### src/rtl/fetch_unit.sv
// Instruction fetch stage: PC sequencing, in-order memory requests with credit
// limiting, a small instruction queue toward decode, and redirect flushing.
module fetch_unit #(
  parameter int unsigned          ADDR_W     = 32,
  parameter int unsigned          DATA_W     = 32,
  parameter logic [ADDR_W-1:0]    RESET_PC   = '0,
  parameter logic [ADDR_W-1:0]    EXC_VEC    = ADDR_W'(32'h0000_0080),
  parameter int unsigned          FIFO_DEPTH = 2
) (
  input  logic              clk,
  input  logic              rst,
  input  logic              br,
  input  logic [ADDR_W-1:0] br_target,
  input  logic              except,
  output logic              imem_req_valid,
  input  logic              imem_req_ready,
  output logic [ADDR_W-1:0] imem_req_addr,
  input  logic              imem_rsp_valid,
  input  logic [DATA_W-1:0] imem_rsp_data,
  output logic              if_valid,
  input  logic              if_ready,
  output logic [ADDR_W-1:0] if_pc,
  output logic [DATA_W-1:0] if_inst
);

  localparam int PTR_W = $clog2(FIFO_DEPTH);
  localparam int CNT_W = PTR_W + 1;
  localparam logic [CNT_W:0] DEPTH_C = (CNT_W+1)'(FIFO_DEPTH);

  // Handshakes: a transfer happens on a posedge where valid && ready are both high.
  logic [ADDR_W-1:0] pc_q, pc_d;
  logic [CNT_W-1:0]  count_q, count_d, inflight_q, inflight_d, discard_q, discard_d;
  logic [PTR_W-1:0]  rd_q, rd_d, wr_q, wr_d, tag_rd_q, tag_rd_d, tag_wr_q, tag_wr_d;

  logic [ADDR_W-1:0] pc_mem   [FIFO_DEPTH];
  logic [DATA_W-1:0] inst_mem [FIFO_DEPTH];
  logic [ADDR_W-1:0] tag_mem  [FIFO_DEPTH];

  logic           redirect, rsp_live, rsp_keep, rsp_drop, deq, acc;
  logic [CNT_W:0] occ, credit;

  assign redirect = br || except;
  // Responses with nothing outstanding are leftovers from before a reset.
  assign rsp_live = imem_rsp_valid && ((inflight_q | discard_q) != '0);
  assign rsp_drop = rsp_live && (discard_q != '0);
  assign rsp_keep = rsp_live && (discard_q == '0) && !redirect;

  assign if_valid = !rst && (count_q != '0);
  assign if_pc    = pc_mem[rd_q];
  assign if_inst  = inst_mem[rd_q];
  assign deq      = if_valid && if_ready;

  assign occ    = {1'b0, count_q} + {1'b0, inflight_q} - {{CNT_W{1'b0}}, deq};
  assign credit = {1'b0, discard_q} + {1'b0, inflight_q};

  assign imem_req_addr  = pc_q;
  assign imem_req_valid = !rst && !redirect && (occ < DEPTH_C) && (credit < DEPTH_C);
  assign acc            = imem_req_valid && imem_req_ready;

  always_comb begin
    pc_d       = pc_q;
    count_d    = count_q;
    inflight_d = inflight_q;
    discard_d  = discard_q;
    rd_d       = rd_q;
    wr_d       = wr_q;
    tag_rd_d   = tag_rd_q;
    tag_wr_d   = tag_wr_q;
    if (redirect) begin
      pc_d       = except ? EXC_VEC : {br_target[ADDR_W-1:2], 2'b00};
      count_d    = '0;
      inflight_d = '0;
      discard_d  = discard_q + inflight_q - CNT_W'(rsp_live);
      rd_d       = '0;
      wr_d       = '0;
      tag_rd_d   = '0;
      tag_wr_d   = '0;
    end else begin
      if (acc) pc_d = pc_q + ADDR_W'(4);
      inflight_d = inflight_q + CNT_W'(acc) - CNT_W'(rsp_keep);
      discard_d  = discard_q - CNT_W'(rsp_drop);
      count_d    = count_q + CNT_W'(rsp_keep) - CNT_W'(deq);
      rd_d       = rd_q + PTR_W'(deq);
      wr_d       = wr_q + PTR_W'(rsp_keep);
      tag_rd_d   = tag_rd_q + PTR_W'(rsp_keep);
      tag_wr_d   = tag_wr_q + PTR_W'(acc);
    end
  end

  always_ff @(posedge clk) begin
    if (rst) begin
      pc_q       <= RESET_PC;
      count_q    <= '0;
      inflight_q <= '0;
      discard_q  <= '0;
      rd_q       <= '0;
      wr_q       <= '0;
      tag_rd_q   <= '0;
      tag_wr_q   <= '0;
    end else begin
      pc_q       <= pc_d;
      count_q    <= count_d;
      inflight_q <= inflight_d;
      discard_q  <= discard_d;
      rd_q       <= rd_d;
      wr_q       <= wr_d;
      tag_rd_q   <= tag_rd_d;
      tag_wr_q   <= tag_wr_d;
    end
  end

  // Issued PCs wait in tag_mem until their response pairs them with the data.
  always_ff @(posedge clk) begin
    if (acc) tag_mem[tag_wr_q] <= pc_q;
    if (rsp_keep) begin
      pc_mem[wr_q]   <= tag_mem[tag_rd_q];
      inst_mem[wr_q] <= imem_rsp_data;
    end
  end

endmodule
### config.mk
export PLATFORM = sky130hd
export DESIGN_NAME = fetch_unit
export DESIGN_NICKNAME = d
export VERILOG_FILES = /design/src/rtl/fetch_unit.sv
export SDC_FILE = /design/constraint.sdc
export NUM_CORES = 1
export LEC_CHECK = 0
export ABC_CLOCK_PERIOD_IN_PS = 4100
export CAP_MARGIN = 20
export CELL_PAD_IN_SITES_DETAIL_PLACEMENT = 1
export CELL_PAD_IN_SITES_GLOBAL_PLACEMENT = 1
export CORE_MARGIN = 2
export CORE_UTILIZATION = 43
export DETAILED_ROUTE_END_ITERATION = 8
export PLACE_DENSITY_LB_ADDON = 0.1
export SYNTH_ARGS = -nofsm -noshare
export SYNTH_HDL_FRONTEND = slang
export SYNTH_SLANG_ARGS = --single-unit
### constraint.sdc
create_clock -name clk -period 4.1 [get_ports clk]
set_input_delay 0.41 -clock clk [delete_from_list [all_inputs] [get_ports clk]]
set_output_delay 0.41 -clock clk [all_outputs]
set_load 0.03 [all_outputs]
Word level (Yosys, flattened, before mapping)
Memories as Yosys holds them, arrays and structs flattened. A register that Yosys moved wholly into a read port is not among the register bits.
Index checks and enable logic that the tools add are counted.
{"block": "word_totals", "ff_bits": 42, "mem_bits_rw": 192, "input_bits": 71, "output_inout_bits": 98, "elab_cells": 59, "memories": 3}
{"name": "inst_mem", "depth": 2, "word_bits": 32, "read_ports": 1, "rd_clocked_by_memory_dff": 1, "wr": 1, "line_no": "36", "rtl": "logic [DATA_W-1:0] inst_mem [FIFO_DEPTH];"}
{"name": "pc_mem", "depth": 2, "word_bits": 32, "read_ports": 1, "rd_clocked_by_memory_dff": 1, "wr": 1, "line_no": "35", "rtl": "logic [ADDR_W-1:0] pc_mem [FIFO_DEPTH];"}
{"name": "tag_mem", "depth": 2, "word_bits": 32, "read_ports": 1, "rd_clocked_by_memory_dff": 1, "wr": 1, "line_no": "37", "rtl": "logic [ADDR_W-1:0] tag_mem [FIFO_DEPTH];"}
{"block": "op_classes", "add_sub_neg": 15, "magnitude_cmp": 2, "n_mux": 11, "n_bitwise": 1, "reduce_logical": 19}
{"operator": "$mux 32", "count": 3}
{"operator": "$add 32x3->32 const B", "count": 1}
{"operator": "$logic_and 1x1->1", "count": 10}
{"operator": "$reduce_bool 2->1", "count": 4}
{"operator": "$sub 2x1->2", "count": 4}
{"operator": "$mux 1", "count": 7}
{"operator": "$add 2x2->3", "count": 2}
{"operator": "$lt 3x2->1 const B", "count": 2}
{"operator": "$add 1x1->1", "count": 4}
{"operator": "$add 2x1->2", "count": 2}
{"operator": "$sub 3x1->3", "count": 1}
{"operator": "$add 2x2->2", "count": 1}
{"operator": "$logic_not 1->1", "count": 2}
{"operator": "$logic_not 2->1", "count": 1}
{"operator": "$mux 2", "count": 1}
{"operator": "$or 2x2->2", "count": 1}
{"operator": "$reduce_or 2->1", "count": 1}
{"operator": "$logic_or 1x1->1", "count": 1}

Depth between registers and ports, before layout
Gate-level depths: netlist of run 1.
{"block": "logic_depth", "depth_word": 10, "depth_mapped": 17, "depth_no_buf": 15}

Worst setup path after synthesis of run 1
Ideal clock, no wire load.
{"block": "synth_timing", "path_kind": "input port to flip-flop", "from": "in rst", "to": "mem tag_mem[1][10] (enable)", "setup_time_ps": 390, "t_arrival_ps": 3850, "required_ps": 3710, "path_slack_ps": -140, "stages": 12, "path_buffers": 2, "cell_sequence": "nor2_1 and2_1 ha_1 nand2b_1 fa_1 nor3b_1 and3_1 clkbuf_1 buf_2 nand2_1 inv_1 ha_1"}
{"block": "synth_via", "elab_chain_len": 10, "word_cells_on_any_way": 11, "cone_classes": "1 x add/sub; 1 x order compare; 2 x mux; 7 x reduce/logical"}
{"element": "from (decl)", "line_no": "11", "rtl": "input logic rst,"}
{"element": "$logic_not 1->1 *", "line_no": "48, 57"}
{"element": "$logic_and 1x1->1", "line_no": "48", "rtl": "assign if_valid = !rst && (count_q != '0);"}
{"element": "$logic_and 1x1->1", "line_no": "51", "rtl": "assign deq = if_valid && if_ready;"}
{"element": "$sub 3x1->3", "line_no": "53", "rtl": "assign occ = {1'b0, count_q} + {1'b0, inflight_q} - {{CNT_W{1'b0}}, deq};"}
{"element": "$lt 3x2->1", "line_no": "57", "rtl": "assign imem_req_valid = !rst && !redirect && (occ < DEPTH_C) && (credit < DEPTH_C);"}
{"element": "$logic_and 1x1->1 * (2 in a row)", "line_no": "57"}
{"element": "$logic_and 1x1->1 *", "line_no": "58", "rtl": "assign acc = imem_req_valid && imem_req_ready;"}
{"element": "$mux 1 *", "line_no": "114", "rtl": "if (acc) tag_mem[tag_wr_q] <= pc_q;"}
{"element": "$mux 1 (implied by the code) *", "line_no": "114"}
{"element": "to (decl)", "line_no": "37"}
Mark *: on every way between the ends. The rest lies on a longest branch, timed or not.

Worst setup path after layout of run 1
{"block": "layout_timing", "from": "reg count_q[1]", "to": "out imem_req_valid"}
{"block": "layout_via", "elab_chain_len": 7, "word_cells_on_any_way": 8, "cone_classes": "2 x add/sub; 1 x order compare; 5 x reduce/logical"}
{"element": "from (decl)", "line_no": "32", "rtl": "logic [CNT_W-1:0] count_q, count_d, inflight_q, inflight_d, discard_q, discard_d;"}
{"element": "from (signal assigned)", "line_no": "102", "rtl": "count_q <= count_d;"}
{"element": "parallel branches: the longest is 3 deep, another holds $add 2x2->3"}
{"element": "$sub 3x1->3 *", "line_no": "53"}
{"element": "$lt 3x2->1 *", "line_no": "57"}
{"element": "$logic_and 1x1->1 * (2 in a row)", "line_no": "57"}
{"element": "to (decl)", "line_no": "15", "rtl": "output logic imem_req_valid,"}
Mark *: on every way between the ends.

==> results_dict.tcl, run 1 <==
set metrics [dict create \
    fin_crit_ns 3.42 \
    arrival_ns 3.01 \
    fill_cells 2026 \
    critPathRequiredTime_ns 3.69 \
    path_max_fanout 5 \
    power_frac_comb_pct 6.9 \
    grt_max_degree 39 \
    root_buffer "clkbuf_16" \
    status "finished, final reports clean" \
    tightestPinTransition_ns 1.04 \
    numClockSinks 224 \
    synth_edf_count 184 \
    p_seq_share_pct 49.4 \
    end_kind "output pin" \
    ir_worst_vdd_v 0.000220 \
    vias_per_cell 5.31 \
    worstHoldPathCells 3 \
    wl_mm 22.1 \
    syn_inst 615 \
    rows 53 \
    syn_to_final_growth_pct 31.9 \
    layout_commonest_cell "edfxtp_1" \
    hold_viol 0 \
    grt_pass1_wl_mm 34.3 \
    whs_endpoint "imem_req_addr[20]$_SDFFE_PP0P_" \
    dp_hpwl_mm 15.2 \
    crit_type "reg2out" \
    htree_levels 1 \
    gp_congestion 0.799 \
    drive_above_1_share_pct 20.2 \
    die-area_um2 22600 \
    grt_pass1_vias 6180 \
    route.detailed.drc 0 \
    grt_setup_unrepaired "no" \
    synthSimpleGateAreaFrac_pct 7.22 \
    synth_area_um2 9220 \
    yosysWarnings 0 \
    numPortBuffers 162 \
    dr.first_iter.drc_count 207 \
    cts_resized 0 \
    synth_top_family_by_area "multiplexers" \
    postLayoutSetupSlackWorst_ns 0.682 \
    internal-power_mw 4.03 \
    grt_usage_pct 19.6 \
    core_um2 21000 \
    synth_compound_area_share_pct 5.54 \
    max_slew_margin_pct 30.4 \
    synthXorXnorAreaFrac_pct 2.00 \
    drtPass1Iterations 5 \
    cts_tree "built" \
    p_sw_mw 1.07 \
    dp.cells 1052 \
    synth-main-ff-cell "edfxtp_1" \
    layout_common_cells "184 x edfxtp_1, 161 x clkdlybuf4s50_1, 92 x mux2_2" \
    chipHeight_um 150 \
    clock_latency_ns 0.52 \
    fin_crit_sh_pct 83.4 \
    cts_buffers 24 \
    n_antenna_cell 0 \
    synth_cell_types 55 \
    finalNonFillerCells 1095 \
    hold_slack_ns 0.445 \
    cp-start-kind "flop" \
    p_leak_nw 4.13 \
    clock-skew-final_ns 0.0114 \
    vias 5811 \
    antenna_found_initial 0 \
    clkPwrFrac_pct 43.6 \
    pre_cts_ws_ns 0.434 \
    die_x_um 150 \
    r2r-start "count_q[1]$_SDFF_PP0_" \
    synth_seq_cells 224 \
    pin_count 169 \
    fmax_mhz 293 \
    avgRoutedWirePerCell_um 20.2 \
    ys_seq_area_share_pct 68.6 \
    synthArstFlopShare_pct 0 \
    hp-class "in2reg" \
    ctsHoldBuffers 0 \
    start_util_pct 43.8 \
    reg2regPathDepth 15 \
    clk_pin_slew_worst_paths_ns 0.06 \
    ant_nets 0 \
    yosys-mux-area-fraction_pct 11.9 \
    sw_frac_of_total_pct 21.0 \
    synthAdderAreaFrac_pct 2.47 \
    min_from "br_target[20]" \
    reg2reg_slack_ns 0.84 \
    grt_overflow_total 0 \
    max-cap-violations 0 \
    power_density_nw_per_um2 420 \
    r2r_end "inflight_q[1]$_SDFF_PP0_" \
    drv_slew 0 \
    cts.path.max_buffers 3 \
    postCtsSetupRepairBufs 0 \
    synth.avg_cell_area_um2 15.0 \
    nNetsFinal 891 \
    finalSetupViolations 0 \
]
-- worst max-delay path: stages (launching register included) --
cell and delay, ns:
dfxtp_1 0.37, nor2_1 0.07, nor2_1 0.11, and2_1 0.21, ha_1 0.25, nand2b_1 0.16
fa_1 0.47, nor3b_1 0.26, buf_4 0.19, and3_1 0.25, buf_12 0.14
-- layout make-up --
type                       count  area [um^2]  area share [%]
multi-input combinational    345         2720            22.4
sequential                   224         6330            52.0
timing repair buffer         187         1860            15.3
clock buffer                  34          701            5.76
tap                          275          344            2.83
inverter                      21         78.8           0.648
clock inverter                 9          126            1.04
-- cell families after synthesis --
| group | after synthesis |
|---|---|
| AO/OA/AOI/OAI | 77 |
| adder cells (fa/ha/maj) | 17 |
| XOR/XNOR | 21 |
| multiplexers | 98 |
| other | 1 |
| AND/OR/NAND/NOR | 128 |
| buffers and inverters | 49 |
| flip-flops | 224 |
-- worst max path at each step --
stage                          startpoint                        to  slack [ns]  cells past startpoint
floorplan                             rst  tag_mem[1][10]$_DFFE_PP_       -0.14                     12
global placement                      rst  inflight_q[1]$_SDFF_PP0_        0.55                     15
detailed placement                    rst  inflight_q[1]$_SDFF_PP0_        0.43                     15
CTS                 count_q[1]$_SDFF_PP0_            imem_req_valid        0.68                     10
global route        count_q[1]$_SDFF_PP0_            imem_req_valid        0.46                     10
finish              count_q[1]$_SDFF_PP0_            imem_req_valid        0.68                     10
-- flip-flops by register name, summed over array words and instances, names as in the netlist --
register       cells
tag_rd_q           1
discard_q          2
rd_q               1
imem_req_addr     30
tag_mem           60
inst_mem          64
inflight_q         2
pc_mem            60
count_q            2
tag_wr_q           1
wr_q               1
-- power by group through the flow --
stage	clock network, mW	logic [mW]	registers, mW
CTS	2.27	0.358	2.52
global placement	0	0.341	2.57
global route	2.36	0.382	2.53
finish	2.23	0.354	2.52
detailed placement	0	0.355	2.57
floorplan	0	0.160	2.58
-- per-stage QoR --
stage / power (mW) / utilization, % / setup TNS [ns] / cell area (um^2)
final: 5.10 / 57.8 / 0 / 12200
after global routing: 5.27 / 57.8 / 0 / 12200
after CTS: 5.16 / 57.8 / 0 / 12200
after detailed placement: 2.93 / 53.9 / 0 / 11300
after global placement: 2.91 / 53.9 / 0 / 11300
after floorplan: 2.74 / - / -8.41 / 9230
-- metal layers --
layer / share of wire (%) / GRT usage [%] / vias up
li1: - / - / 2713
met1: 43 / 25.5 / 2913
met2: 51 / 34.1 / 161
met3: 5.1 / 3.52 / 24
met4: 1.5 / 4.62 / 0
met5: 0 / 0 / -
-- synth_stat cells (4+ instances only) --
library cell  instances  share of area (%)
clkbuf_1             14               0.57
a211oi_1              7               0.57
nand2_1              36                1.5
inv_1                21               0.86
dfxtp_1              40                8.7
xor2_1               11                1.0
mux2i_1               6               0.65
a31oi_1               4               0.27
nand3_1               9               0.49
mux2_2               92                 11
nor3_1                9               0.49
nand4_1              11               0.75
o21ai_0              21                1.1
buf_4                 4               0.33
buf_1                 7               0.29
nand2b_1              4               0.27
ha_1                 15                2.0
edfxtp_1            184                 60
nor2_1               32                1.3
and3_1                7               0.48
xnor2_1              10               0.95
a21oi_1              15               0.81
Note: power is estimated with default switching activity, not from simulation.
==> inputs of run 2 (changes only) <==
Settings changed: ABC_CLOCK_PERIOD_IN_PS 4100 to 3370.
Clock period 4.1 ns to 3.37 ns, I/O delays scaled along.
==> results_dict.tcl, run 2 (synthesized netlist as in run 1, its figures left out) <==
set metrics [dict create \
    rows 53 \
    gp_congestion 0.843 \
    tightestPinTransition_ns 0.612 \
    numPortBuffers 162 \
    largest_reg_flops 64 \
    path_cells "nor2_2 -> nor2_4 -> and2_4 -> ha_1 -> nand2b_1 -> fa_1 -> nor3b_4 -> buf_4 -> and3_2 -> buf_12" \
    nNetsFinal 896 \
    p_seq_share_pct 50.7 \
    clk_pin_slew_worst_paths_ns 0.06 \
    critPathSlowestCell "fa_1" \
    sw_frac_of_total_pct 21.8 \
    pin_count 169 \
    fmax_mhz 314 \
    root_buffer "clkbuf_16" \
    postCtsSetupRepairBufs 0 \
    fin_setup_tns_ns 0 \
    drive_above_1_share_pct 21.8 \
    layout_common_cells "184 x edfxtp_1, 161 x clkdlybuf4s50_1, 92 x mux2_2" \
    fin_crit_sh_pct 94.4 \
    clkPwrFrac_pct 42.0 \
    finalSetupViolations 0 \
    avgRoutedWirePerCell_um 20.1 \
    vias_per_cell 5.29 \
    grt_pass1_vias 6166 \
    wl_mm 22.2 \
    top_register "inst_mem" \
    drtPass1Iterations 7 \
    numClockSinks 224 \
    chipHeight_um 150 \
    path_delay_family "simple AND/OR/NAND/NOR gates" \
    syn_to_final_growth_pct 32.7 \
    critical-path-max-stage-delay_ns 0.51 \
    grt_setup_unrepaired "no" \
    htree_levels 1 \
    power_frac_comb_pct 7.4 \
    clock_latency_ns 0.52 \
    core_um2 21000 \
    cp-start-kind "flop" \
    arrival_ns 2.84 \
    grt_overflow_total 0 \
    n_antenna_cell 0 \
    vias 5820 \
    power_density_nw_per_um2 495 \
    fin_crit_ns 3.18 \
    grt_max_degree 41 \
    drv_slew 0 \
    path_max_fanout 5 \
    crit_buf_inv 2 \
    max_slew_margin_pct 59.1 \
    hp-class "in2reg" \
    grt_usage_pct 19.8 \
    ant_nets 0 \
    critPathRequiredTime_ns 3.03 \
    postLayoutSetupSlackWorst_ns 0.189 \
    cts_buffers 24 \
    ir_worst_vdd_v 0.000340 \
    status "finished, final reports clean" \
    end_kind "output pin" \
    internal-power_mw 4.73 \
    cts.path.max_buffers 3 \
    dp_hpwl_mm 15.6 \
    grt_pass1_wl_mm 34.8 \
    reg.largest.list "inst_mem x64, pc_mem x60, tag_mem x60" \
    hold_viol 0 \
    max-cap-violations 0 \
    die_x_um 150 \
    pre_cts_ws_ns -0.146 \
    clock-skew-final_ns 0.0219 \
    start_util_pct 43.8 \
    p_leak_nw 4.15 \
    p_sw_mw 1.32 \
    route.detailed.drc 0 \
    layout_commonest_cell "edfxtp_1" \
    antenna_found_initial 0 \
    die-area_um2 22600 \
    crit_type "reg2out" \
    dr.first_iter.drc_count 346 \
    cts_tree "built" \
]
==> run 2: worst min-delay path, stage by stage <==
cell	delay [ns]
clkdlybuf4s50_1	0.41
nand2_1	0.06
o21ai_1	0.05
==> run 2: metrics by stage <==
stage	cells	power, mW	hold WS (ns)	utilization, %	instance area, um^2
after floorplan	618	3.34	0.436	-	9280
after global placement	1057	3.55	0.533	54.5	11500
after detailed placement	1057	3.57	0.531	54.5	11500
after CTS	1100	6.12	0.369	58.2	12200
after global routing	1100	6.27	0.389	58.2	12200
final	1100	6.05	0.373	58.2	12200
==> run 2: final cells by class <==
cell class                      count  area [um^2]
Clock buffer                       29          671
Fill cell                        2039         8790
Clock inverter                     14          108
Multi-Input combinational cell    345         2770
Tap cell                          275          344
Inverter                           21         78.8
Sequential cell                   224         6330
Timing Repair Buffer              192         1930
==> run 2: what timing repair did <==
action | CTS | global route
endpoints found under the setup margin | 0 | 2
gates resized for setup | 0 | 2
hold buffers | 0 | 0
==> run 2: metal layers <==
metal	wire length, um	GRT usage [%]
met1	9580	27.0
met4	245	3.96
met3	1230	3.15
met5	0	0
met2	11100	33.7
==> run 2: worst paths after layout <==
kind / startpoint / end / slack, ns / cells past startpoint
hold / removal: br_target[20] / imem_req_addr[20]$_SDFFE_PP0P_ / 0.37 / 3
setup / recovery: count_q[1]$_SDFF_PP0_ / imem_req_valid / 0.19 / 10
hold reg to reg: imem_req_addr[14]$_SDFFE_PP0P_ / tag_mem[0][14]$_DFFE_PP_ / 0.53 / 0
setup reg to reg: count_q[1]$_SDFF_PP0_ / inflight_q[1]$_SDFF_PP0_ / 0.22 / 15
==> run 2: power groups by stage <==
stage          clock, mW  sequential, mW  combinational [mW]
6_report            2.54            3.07               0.446
5_1_grt             2.72            3.07               0.481
4_1_cts             2.60            3.07               0.450
3_5_place_dp           0            3.12               0.447
3_3_place_gp           0            3.12               0.430
2_1_floorplan          0            3.14               0.201
==> inputs of run 3 (changes only) <==
Settings changed: SLEW_MARGIN set to 10.
==> results of run 3 <==
No change in the layout: final DEF, timing and power equal those of run 2.
